[src/rtl/nfs_open_pkg.sv]
// Shared types and constants for the NFS open-removal call dispatcher.
package nfs_open_pkg;

  typedef enum logic [1:0] {
    ST_IDLE,
    ST_ISSUE,
    ST_WAIT,
    ST_RECOVER
  } disp_state_e;

  localparam int unsigned RESULT_STRIDE = 24;

  localparam logic [31:0] NFS_OPEN_SHARE_ACCESS_READ  = 32'd1;
  localparam logic [31:0] NFS_OPEN_SHARE_ACCESS_WRITE = 32'd2;
  localparam logic [31:0] NFS_OPEN_SHARE_ACCESS_BOTH  = 32'd3;
  localparam logic [31:0] NFS_OPEN_SHARE_DENY_NONE    = 32'd0;
  localparam logic [31:0] NFS_OPEN_SHARE_DENY_READ    = 32'd1;
  localparam logic [31:0] NFS_OPEN_SHARE_DENY_WRITE   = 32'd2;

  // Per-tag result slot address; 64-bit arithmetic wraps modulo 2^64.
  function automatic logic [63:0] result_addr(input logic [63:0] base,
                                              input logic [63:0] tag,
                                              input logic [63:0] offset);
    return base + tag * 64'(RESULT_STRIDE) + offset;
  endfunction

endpackage

[src/rtl/nfs_req_fifo.sv]
// Synchronous request FIFO; full/empty derive from the registered count.
module nfs_req_fifo #(
  parameter int unsigned DEPTH = 4,
  parameter int unsigned W     = 8
) (
  input  logic                     clk_i,
  input  logic                     rst_ni,
  input  logic                     push_i,
  input  logic [W-1:0]             wdata_i,
  input  logic                     pop_i,
  output logic [W-1:0]             rdata_o,
  output logic                     full_o,
  output logic                     empty_o,
  output logic [$clog2(DEPTH):0]   count_o
);
  localparam int unsigned AW = $clog2(DEPTH);

  logic [W-1:0]  mem_q [DEPTH];
  logic [AW-1:0] wptr_q, rptr_q;
  logic [AW:0]   count_q;
  logic          do_push, do_pop;

  assign full_o  = (count_q == (AW+1)'(DEPTH));
  assign empty_o = (count_q == '0);
  assign count_o = count_q;
  assign rdata_o = mem_q[rptr_q];
  assign do_push = push_i && !full_o;
  assign do_pop  = pop_i && !empty_o;

  always_ff @(posedge clk_i) begin
    if (do_push) mem_q[wptr_q] <= wdata_i;
  end

  always_ff @(posedge clk_i) begin
    if (!rst_ni) begin
      wptr_q  <= '0;
      rptr_q  <= '0;
      count_q <= '0;
    end else begin
      if (do_push) wptr_q <= wptr_q + AW'(1);
      if (do_pop)  rptr_q <= rptr_q + AW'(1);
      if (do_push && !do_pop)      count_q <= count_q + (AW+1)'(1);
      else if (do_pop && !do_push) count_q <= count_q - (AW+1)'(1);
    end
  end

endmodule

[src/rtl/nfs_open_remove_dispatcher.sv]
// Queues open-removal requests and runs them one at a time on the kernel,
// with a watchdog that resets a hung kernel and reports an error completion.
module nfs_open_remove_dispatcher
  import nfs_open_pkg::*;
#(
  parameter int unsigned DEPTH      = 4,
  parameter int unsigned TAG_W      = 8,
  parameter int unsigned TIMEOUT    = 4096,
  parameter int unsigned RST_CYCLES = 4
) (
  input  logic             clock,
  input  logic             resetn,
  input  logic             req_valid,
  output logic             req_ready,
  input  logic [63:0]      req_nofp,
  input  logic [31:0]      req_access,
  input  logic [31:0]      req_deny,
  input  logic [TAG_W-1:0] req_tag,
  output logic             rsp_valid,
  input  logic             rsp_ready,
  output logic [TAG_W-1:0] rsp_tag,
  output logic             rsp_err,
  input  logic [63:0]      cfg_result_base,
  output logic             k_start,
  input  logic             k_busy,
  input  logic             k_done,
  output logic             k_stall,
  output logic             k_resetn,
  output logic [63:0]      k_nofp,
  output logic [31:0]      k_accessMode,
  output logic [31:0]      k_denyMode,
  output logic [63:0]      k_newAccessMode,
  output logic [63:0]      k_newDenyMode,
  output logic [63:0]      k_delegated,
  output logic [15:0]      err_count
);
  localparam int unsigned FW = 128 + TAG_W;
  localparam int unsigned CW = $clog2(DEPTH) + 1;
  localparam int unsigned TW = $clog2(TIMEOUT);
  localparam int unsigned RW = (RST_CYCLES > 1) ? $clog2(RST_CYCLES) : 1;

  disp_state_e      state_q, state_d;
  logic [TW-1:0]    timer_q, timer_d;
  logic [RW-1:0]    rcnt_q, rcnt_d;
  logic             live_q;
  logic [63:0]      nofp_q, nofp_d, nam_q, nam_d, ndm_q, ndm_d, dlg_q, dlg_d;
  logic [31:0]      acc_q, acc_d, deny_q, deny_d;
  logic [TAG_W-1:0] cur_tag_q, cur_tag_d, rsp_tag_q, rsp_tag_d;
  logic             rsp_valid_q, rsp_valid_d, rsp_err_q, rsp_err_d;
  logic [15:0]      err_cnt_q, err_cnt_d;

  logic             fifo_push, fifo_pop, fifo_full, fifo_empty;
  logic [FW-1:0]    fifo_wdata, fifo_rdata;
  logic [CW-1:0]    fifo_count;
  logic             unused_count;
  logic [TAG_W-1:0] head_tag;

  assign fifo_wdata   = {req_nofp, req_access, req_deny, req_tag};
  assign head_tag     = fifo_rdata[TAG_W-1:0];
  assign unused_count = ^fifo_count;

  nfs_req_fifo #(.DEPTH(DEPTH), .W(FW)) u_fifo (
    .clk_i   (clock),
    .rst_ni  (resetn),
    .push_i  (fifo_push),
    .wdata_i (fifo_wdata),
    .pop_i   (fifo_pop),
    .rdata_o (fifo_rdata),
    .full_o  (fifo_full),
    .empty_o (fifo_empty),
    .count_o (fifo_count)
  );

  // live_q holds every output low during reset, including req_ready and k_resetn.
  assign req_ready       = live_q && !fifo_full;
  assign fifo_push       = req_valid && req_ready;
  assign k_start         = (state_q == ST_ISSUE);
  assign k_stall         = (state_q == ST_WAIT) && rsp_valid_q && !rsp_ready;
  assign k_resetn        = live_q && (state_q != ST_RECOVER);
  assign k_nofp          = nofp_q;
  assign k_accessMode    = acc_q;
  assign k_denyMode      = deny_q;
  assign k_newAccessMode = nam_q;
  assign k_newDenyMode   = ndm_q;
  assign k_delegated     = dlg_q;
  assign rsp_valid       = rsp_valid_q;
  assign rsp_tag         = rsp_tag_q;
  assign rsp_err         = rsp_err_q;
  assign err_count       = err_cnt_q;

  always_comb begin
    state_d     = state_q;
    timer_d     = timer_q;
    rcnt_d      = rcnt_q;
    nofp_d      = nofp_q;
    acc_d       = acc_q;
    deny_d      = deny_q;
    nam_d       = nam_q;
    ndm_d       = ndm_q;
    dlg_d       = dlg_q;
    cur_tag_d   = cur_tag_q;
    rsp_valid_d = rsp_valid_q && !rsp_ready;
    rsp_tag_d   = rsp_tag_q;
    rsp_err_d   = rsp_err_q;
    err_cnt_d   = err_cnt_q;
    fifo_pop    = 1'b0;
    unique case (state_q)
      ST_IDLE: begin
        if (!fifo_empty) begin
          fifo_pop  = 1'b1;
          nofp_d    = fifo_rdata[FW-1 -: 64];
          acc_d     = fifo_rdata[TAG_W+63 -: 32];
          deny_d    = fifo_rdata[TAG_W+31 -: 32];
          nam_d     = result_addr(cfg_result_base, 64'(head_tag), 64'd0);
          ndm_d     = result_addr(cfg_result_base, 64'(head_tag), 64'd8);
          dlg_d     = result_addr(cfg_result_base, 64'(head_tag), 64'd16);
          cur_tag_d = head_tag;
          state_d   = ST_ISSUE;
        end
      end
      ST_ISSUE: begin
        if (!k_busy) begin
          state_d = ST_WAIT;
          timer_d = '0;
        end
      end
      ST_WAIT: begin
        // An accepted done takes priority over a timer expiring in the same cycle.
        if (k_done && !k_stall) begin
          rsp_valid_d = 1'b1;
          rsp_tag_d   = cur_tag_q;
          rsp_err_d   = 1'b0;
          state_d     = ST_IDLE;
        end else if (!k_stall) begin
          if (timer_q == TW'(TIMEOUT - 1)) begin
            rsp_valid_d = 1'b1;
            rsp_tag_d   = cur_tag_q;
            rsp_err_d   = 1'b1;
            if (err_cnt_q != 16'hFFFF) err_cnt_d = err_cnt_q + 16'd1;
            rcnt_d      = '0;
            state_d     = ST_RECOVER;
          end else begin
            timer_d = timer_q + TW'(1);
          end
        end
      end
      ST_RECOVER: begin
        if (rcnt_q == RW'(RST_CYCLES - 1)) state_d = ST_IDLE;
        else                               rcnt_d  = rcnt_q + RW'(1);
      end
      default: state_d = ST_IDLE;
    endcase
  end

  always_ff @(posedge clock) begin
    if (!resetn) begin
      state_q     <= ST_IDLE;
      timer_q     <= '0;
      rcnt_q      <= '0;
      live_q      <= 1'b0;
      nofp_q      <= '0;
      acc_q       <= '0;
      deny_q      <= '0;
      nam_q       <= '0;
      ndm_q       <= '0;
      dlg_q       <= '0;
      cur_tag_q   <= '0;
      rsp_valid_q <= 1'b0;
      rsp_tag_q   <= '0;
      rsp_err_q   <= 1'b0;
      err_cnt_q   <= '0;
    end else begin
      state_q     <= state_d;
      timer_q     <= timer_d;
      rcnt_q      <= rcnt_d;
      live_q      <= 1'b1;
      nofp_q      <= nofp_d;
      acc_q       <= acc_d;
      deny_q      <= deny_d;
      nam_q       <= nam_d;
      ndm_q       <= ndm_d;
      dlg_q       <= dlg_d;
      cur_tag_q   <= cur_tag_d;
      rsp_valid_q <= rsp_valid_d;
      rsp_tag_q   <= rsp_tag_d;
      rsp_err_q   <= rsp_err_d;
      err_cnt_q   <= err_cnt_d;
    end
  end

endmodule
[config.mk]
export PLATFORM = sky130hd
export DESIGN_NAME = nfs_open_remove_dispatcher
export DESIGN_NICKNAME = d
export VERILOG_FILES = /design/src/rtl/nfs_open_pkg.sv /design/src/rtl/nfs_req_fifo.sv /design/src/rtl/nfs_open_remove_dispatcher.sv
export SDC_FILE = /design/constraint.sdc
export NUM_CORES = 1
export LEC_CHECK = 0
export CORE_MARGIN = 1
export CORE_UTILIZATION = 59
export DETAILED_ROUTE_END_ITERATION = 6
export PLACE_DENSITY = 0.86
export SLEW_MARGIN = 20
export SYNTH_ARGS = -nofsm -noshare
export SYNTH_HDL_FRONTEND = slang
export SYNTH_SLANG_ARGS = --single-unit
[constraint.sdc]
create_clock -name clock -period 11.6 [get_ports clock]
set_clock_uncertainty 0.15 [all_clocks]
set_input_delay 2.9 -clock clock [delete_from_list [all_inputs] [get_ports clock]]
set_output_delay 2.9 -clock clock [all_outputs]
set_load 0.005 [all_outputs]
==> reports/qor.csv <==
stage,metric,value,unit
power,Pwr per Cell Area,259,nW/um2
setup_path,CP Launch Type,register,
setup_path,Setup CP Type,register to register,
cts,CTS Hold Bufs,0,
synthesis,register area share after synthesis,62.9,%
synthesis,"count leader, synth",edfxtp_1,
cts,"Clk Latency, worst-skew pair",650,ps
placed_design,placer congestion estimate,1.05,
setup_path,Max Fanout on Critical Path,33,
hold_path,Hold Startpoint,k_newDenyMode[27],
synthesis,Post-Synth Adder-Cell Area,1.08,%
layout,ratio of cells with drive above 1 in the final layout,10.4,%
setup_path,CP cell instances,buf_4 -> mux4_2 -> ha_1 -> inv_1 -> fa_1 -> inv_1 -> a21o_1 -> a21oi_1 -> o21bai_1 -> a21o_1 -> xnor2_1 -> ha_1 -> nand2_1 -> nor2_1 -> o211ai_4 -> a2111oi_0 -> o22ai_1 -> nor4_1 -> nand4_1 -> nor4_1 -> mux2i_1 -> nand2_1,
layout,nets,3766,
route,Iter 0 DRT Violations,3349,
route,drt via density,6.50,
run_status,failing checks,DRC,
synthesis,largest family of logic cells by synthesized area,simple AND/OR/NAND/NOR gates,
synthesis,post-synthesis simple-gate area fraction,13.2,%
cts,clk sinks,917,
cts,setup bufs post-CTS,0,
route,drt pass-1 iters,7,
flow_run,Max-Cap Viols,0,
setup_path,max incr delay on CP,800,ps
synthesis,Post-synth EDFFs,544,
setup_path,"Slowest-stage cell, CP",dfxtp_4,
floorplan,die outline height,255,um
floorplan,Cell Rows,92,
route,WL final,126000,um
synthesis,Cell variety after synth,93,
grt,initial antenna violation count,17,
sta,actual slew at the worst max-slew pin,1150,ps
cts,Root Buffer,clkbuf_16,
floorplan,IO Count,556,
synthesis,"Top FF cell, synth",edfxtp_1,
power,internal power,7.63,mW
hold_path,Hold WC Path Type,register to register,
layout,final core utilization,74.6,%
sta,setup TNS,0,ps
synthesis,synthesized flop and latch total,917,
cts,Max clock buf depth,3,
cts,PostCTS Resize Cnt,0,
power,Sw Pwr,4.57,mW
power,worst vdd ir,0.000274,V
cts,H-Tree Depth,3,
floorplan,Initial Utilization,59.9,%
power,clock share of power,24.7,%
synthesis,Syn Nets,3261,
placed_design,Cells after DPL,4283,
setup_path,"Arr. time, crit path",8630,ps
sta,Final Cycle Share,71.2,%
sta,f_max,0.121,GHz
grt,GRT Total Usage,36.8,%
synthesis,syn avg cell area,12.5,um2
synthesis,mux cell area share after synthesis,8.71,%
sta,Slew headroom,23.0,%
synthesis,synth warn,0,
layout,Post-Layout Cell Count,4463,
setup_path,WP data required,11970,ps
sta,Final Setup Violations,0,
sta,max-slew violation count,0,
grt,total grt overflow,0,
grt,largest net degree at the start of global routing,147,
sta,final count of hold timing violations,0,
floorplan,core area,63200,um2
power,sequential share of power,36.5,%
sta,RSZ-0062 raised after global routing,no,
synthesis,XOR/XNOR Fraction of Synth Area,3.33,%
setup_path,Worst setup EP type,register,
synthesis,share of the synthesized area in the top cell type,43.2,%
placed_design,port bufs,555,
route,DR vias,29000,
synthesis,cell area after synthesis,37800,um2
synthesis,Synth async-reset ratio,0,%
route,DRC violations left,2,
cts,Worst-path clk slew,60,ps
run_status,status,"finished, violations left",
setup_path,Buf/Inv on CP,3,
synthesis,Post-synth top cells,"544 x edfxtp_1, 466 x nand2_1, 373 x dfxtp_1, 225 x nor2_1, 211 x a21oi_1",
floorplan,Die Span X,255,um
power,Static Leakage,15.5,nW
route,DR WL/cell,28.3,um
power,total power draw,12.2,mW
power,Logic pwr share,38.9,%
power,fraction of power spent switching nets,37.5,%
grt,first-pass GRT wire length,175000,um
grt,vias in the first global route,27500,
placed_design,dpl hpwl,78300,um
synthesis,synth top area cells,"edfxtp_1 43%, dfxtp_1 20%, mux4_2 8.1%, nand2_1 4.6%, a21oi_1 2.8%",
route,Routed Antenna Nets,0,
setup_path,cell family with the largest share of critical-path delay,compound AO/OA/AOI/OAI gates,
cts,CTS buffer count,89,
cts,CTS tree,built,
layout,Layout area overhead,24.5,%
synthesis,Yosys top cell by area,edfxtp_1,
synthesis,post-synthesis compound-gate area fraction,8.49,%
synthesis,Post-Synthesis Cells,3024,
floorplan,die area,65100,um2
sta,min Tclk post-route,8250,ps
==> sequential cells by signal, summed over array words and instances (netlist names), named ones only <==
name             cells
state_q              2
rsp_tag              8
k_denyMode          32
u_fifo.mem_q       544
rsp_valid            1
rsp_err              1
k_delegated         60
k_newAccessMode     64
rcnt_q               2
u_fifo.rptr_q        2
k_nofp              64
live_q               1
timer_q             12
err_count           16
k_accessMode        32
k_newDenyMode       61
u_fifo.count_o       3
u_fifo.wptr_q        2
cur_tag_q            8
==> cell families (layout without fill, tap and decap cells) <==
kind of cell | count (synthesis) | after routing
multiplexers | 159 | 159
XOR/XNOR | 143 | 143
buffers and inverters | 215 | 794
AO/OA/AOI/OAI | 496 | 496
adder cells (fa/ha/maj) | 31 | 31
AND/OR/NAND/NOR | 1063 | 1063
other | 0 | 14
flip-flops | 917 | 917
==> cell usage in the layout, fill, tap and decap left out, types with 43 or more instances in the layout <==
cell type,count
buf_4,43
nand3_1,114
edfxtp_1,544
a21oi_1,211
clkbuf_16,91
nand2_1,466
a211oi_1,81
mux4_2,136
nor2_1,225
xor2_1,75
xnor2_1,67
nand4_1,46
o21ai_0,68
clkdlybuf4s50_1,554
dfxtp_1,371
==> worst paths after layout <==
path	to	slack [ps]	cells past startpoint
setup / recovery	k_newDenyMode[62]	3350	22
hold / removal	k_newDenyMode[27]	300	2
setup reg to reg	k_newDenyMode[62]	3350	22
hold reg to reg	k_newDenyMode[27]	300	2
==> worst reg2reg max path: stages, from the launching register on <==
cell and delay, ps:
dfxtp_4 800, buf_4 710, mux4_2 650, ha_1 240, inv_1 70, fa_1 200
inv_1 60, a21o_1 160, a21oi_1 240, o21bai_1 120, a21o_1 220, xnor2_1 140
ha_1 440, nand2_1 100, nor2_1 320, o211ai_4 400, a2111oi_0 810, o22ai_1 390
nor4_1 540, nand4_1 520, nor4_1 550, mux2i_1 230, nand2_1 70
==> layer usage <==
metal,global-route usage (%),up-vias,wire length (um)
li1,-,12300,-
met1,44.0,14100,43400
met2,60.4,2132,60300
met3,9.81,487,14000
met4,20.8,12,8540
met5,0,-,88
==> final cells by class <==
| class | instances | area (um2) |
|---|---|---|
| flip-flops and latches | 917 | 23800 |
| fillers | 3729 | 16100 |
| multi-input cells | 1892 | 13200 |
| repair buffers | 600 | 5890 |
| clock buffers | 125 | 2520 |
| well taps | 846 | 1060 |
| clock inverters | 40 | 484 |
| inverters | 29 | 124 |
| diodes | 14 | 35.0 |
==> per-stage QoR <==
step	instance area, um2	hold WS (ps)	worst slack [ps]
floorplan	37800	286	4860
global placement	44100	290	3500
detailed placement	44100	297	3430
CTS	47100	306	3550
global route	47100	316	3040
finish	47100	303	3350
==> power by group through the flow <==
stage	Clock (mW)	Sequential (mW)	Combinational [mW]
floorplan	0	4.34	2.64
global placement	0	4.43	4.50
detailed placement	0	4.46	4.56
CTS	3.00	4.42	4.66
global route	3.13	4.49	5.05
finish	3.01	4.45	4.74
No activity file was read; power rests on OpenSTA's default activity.
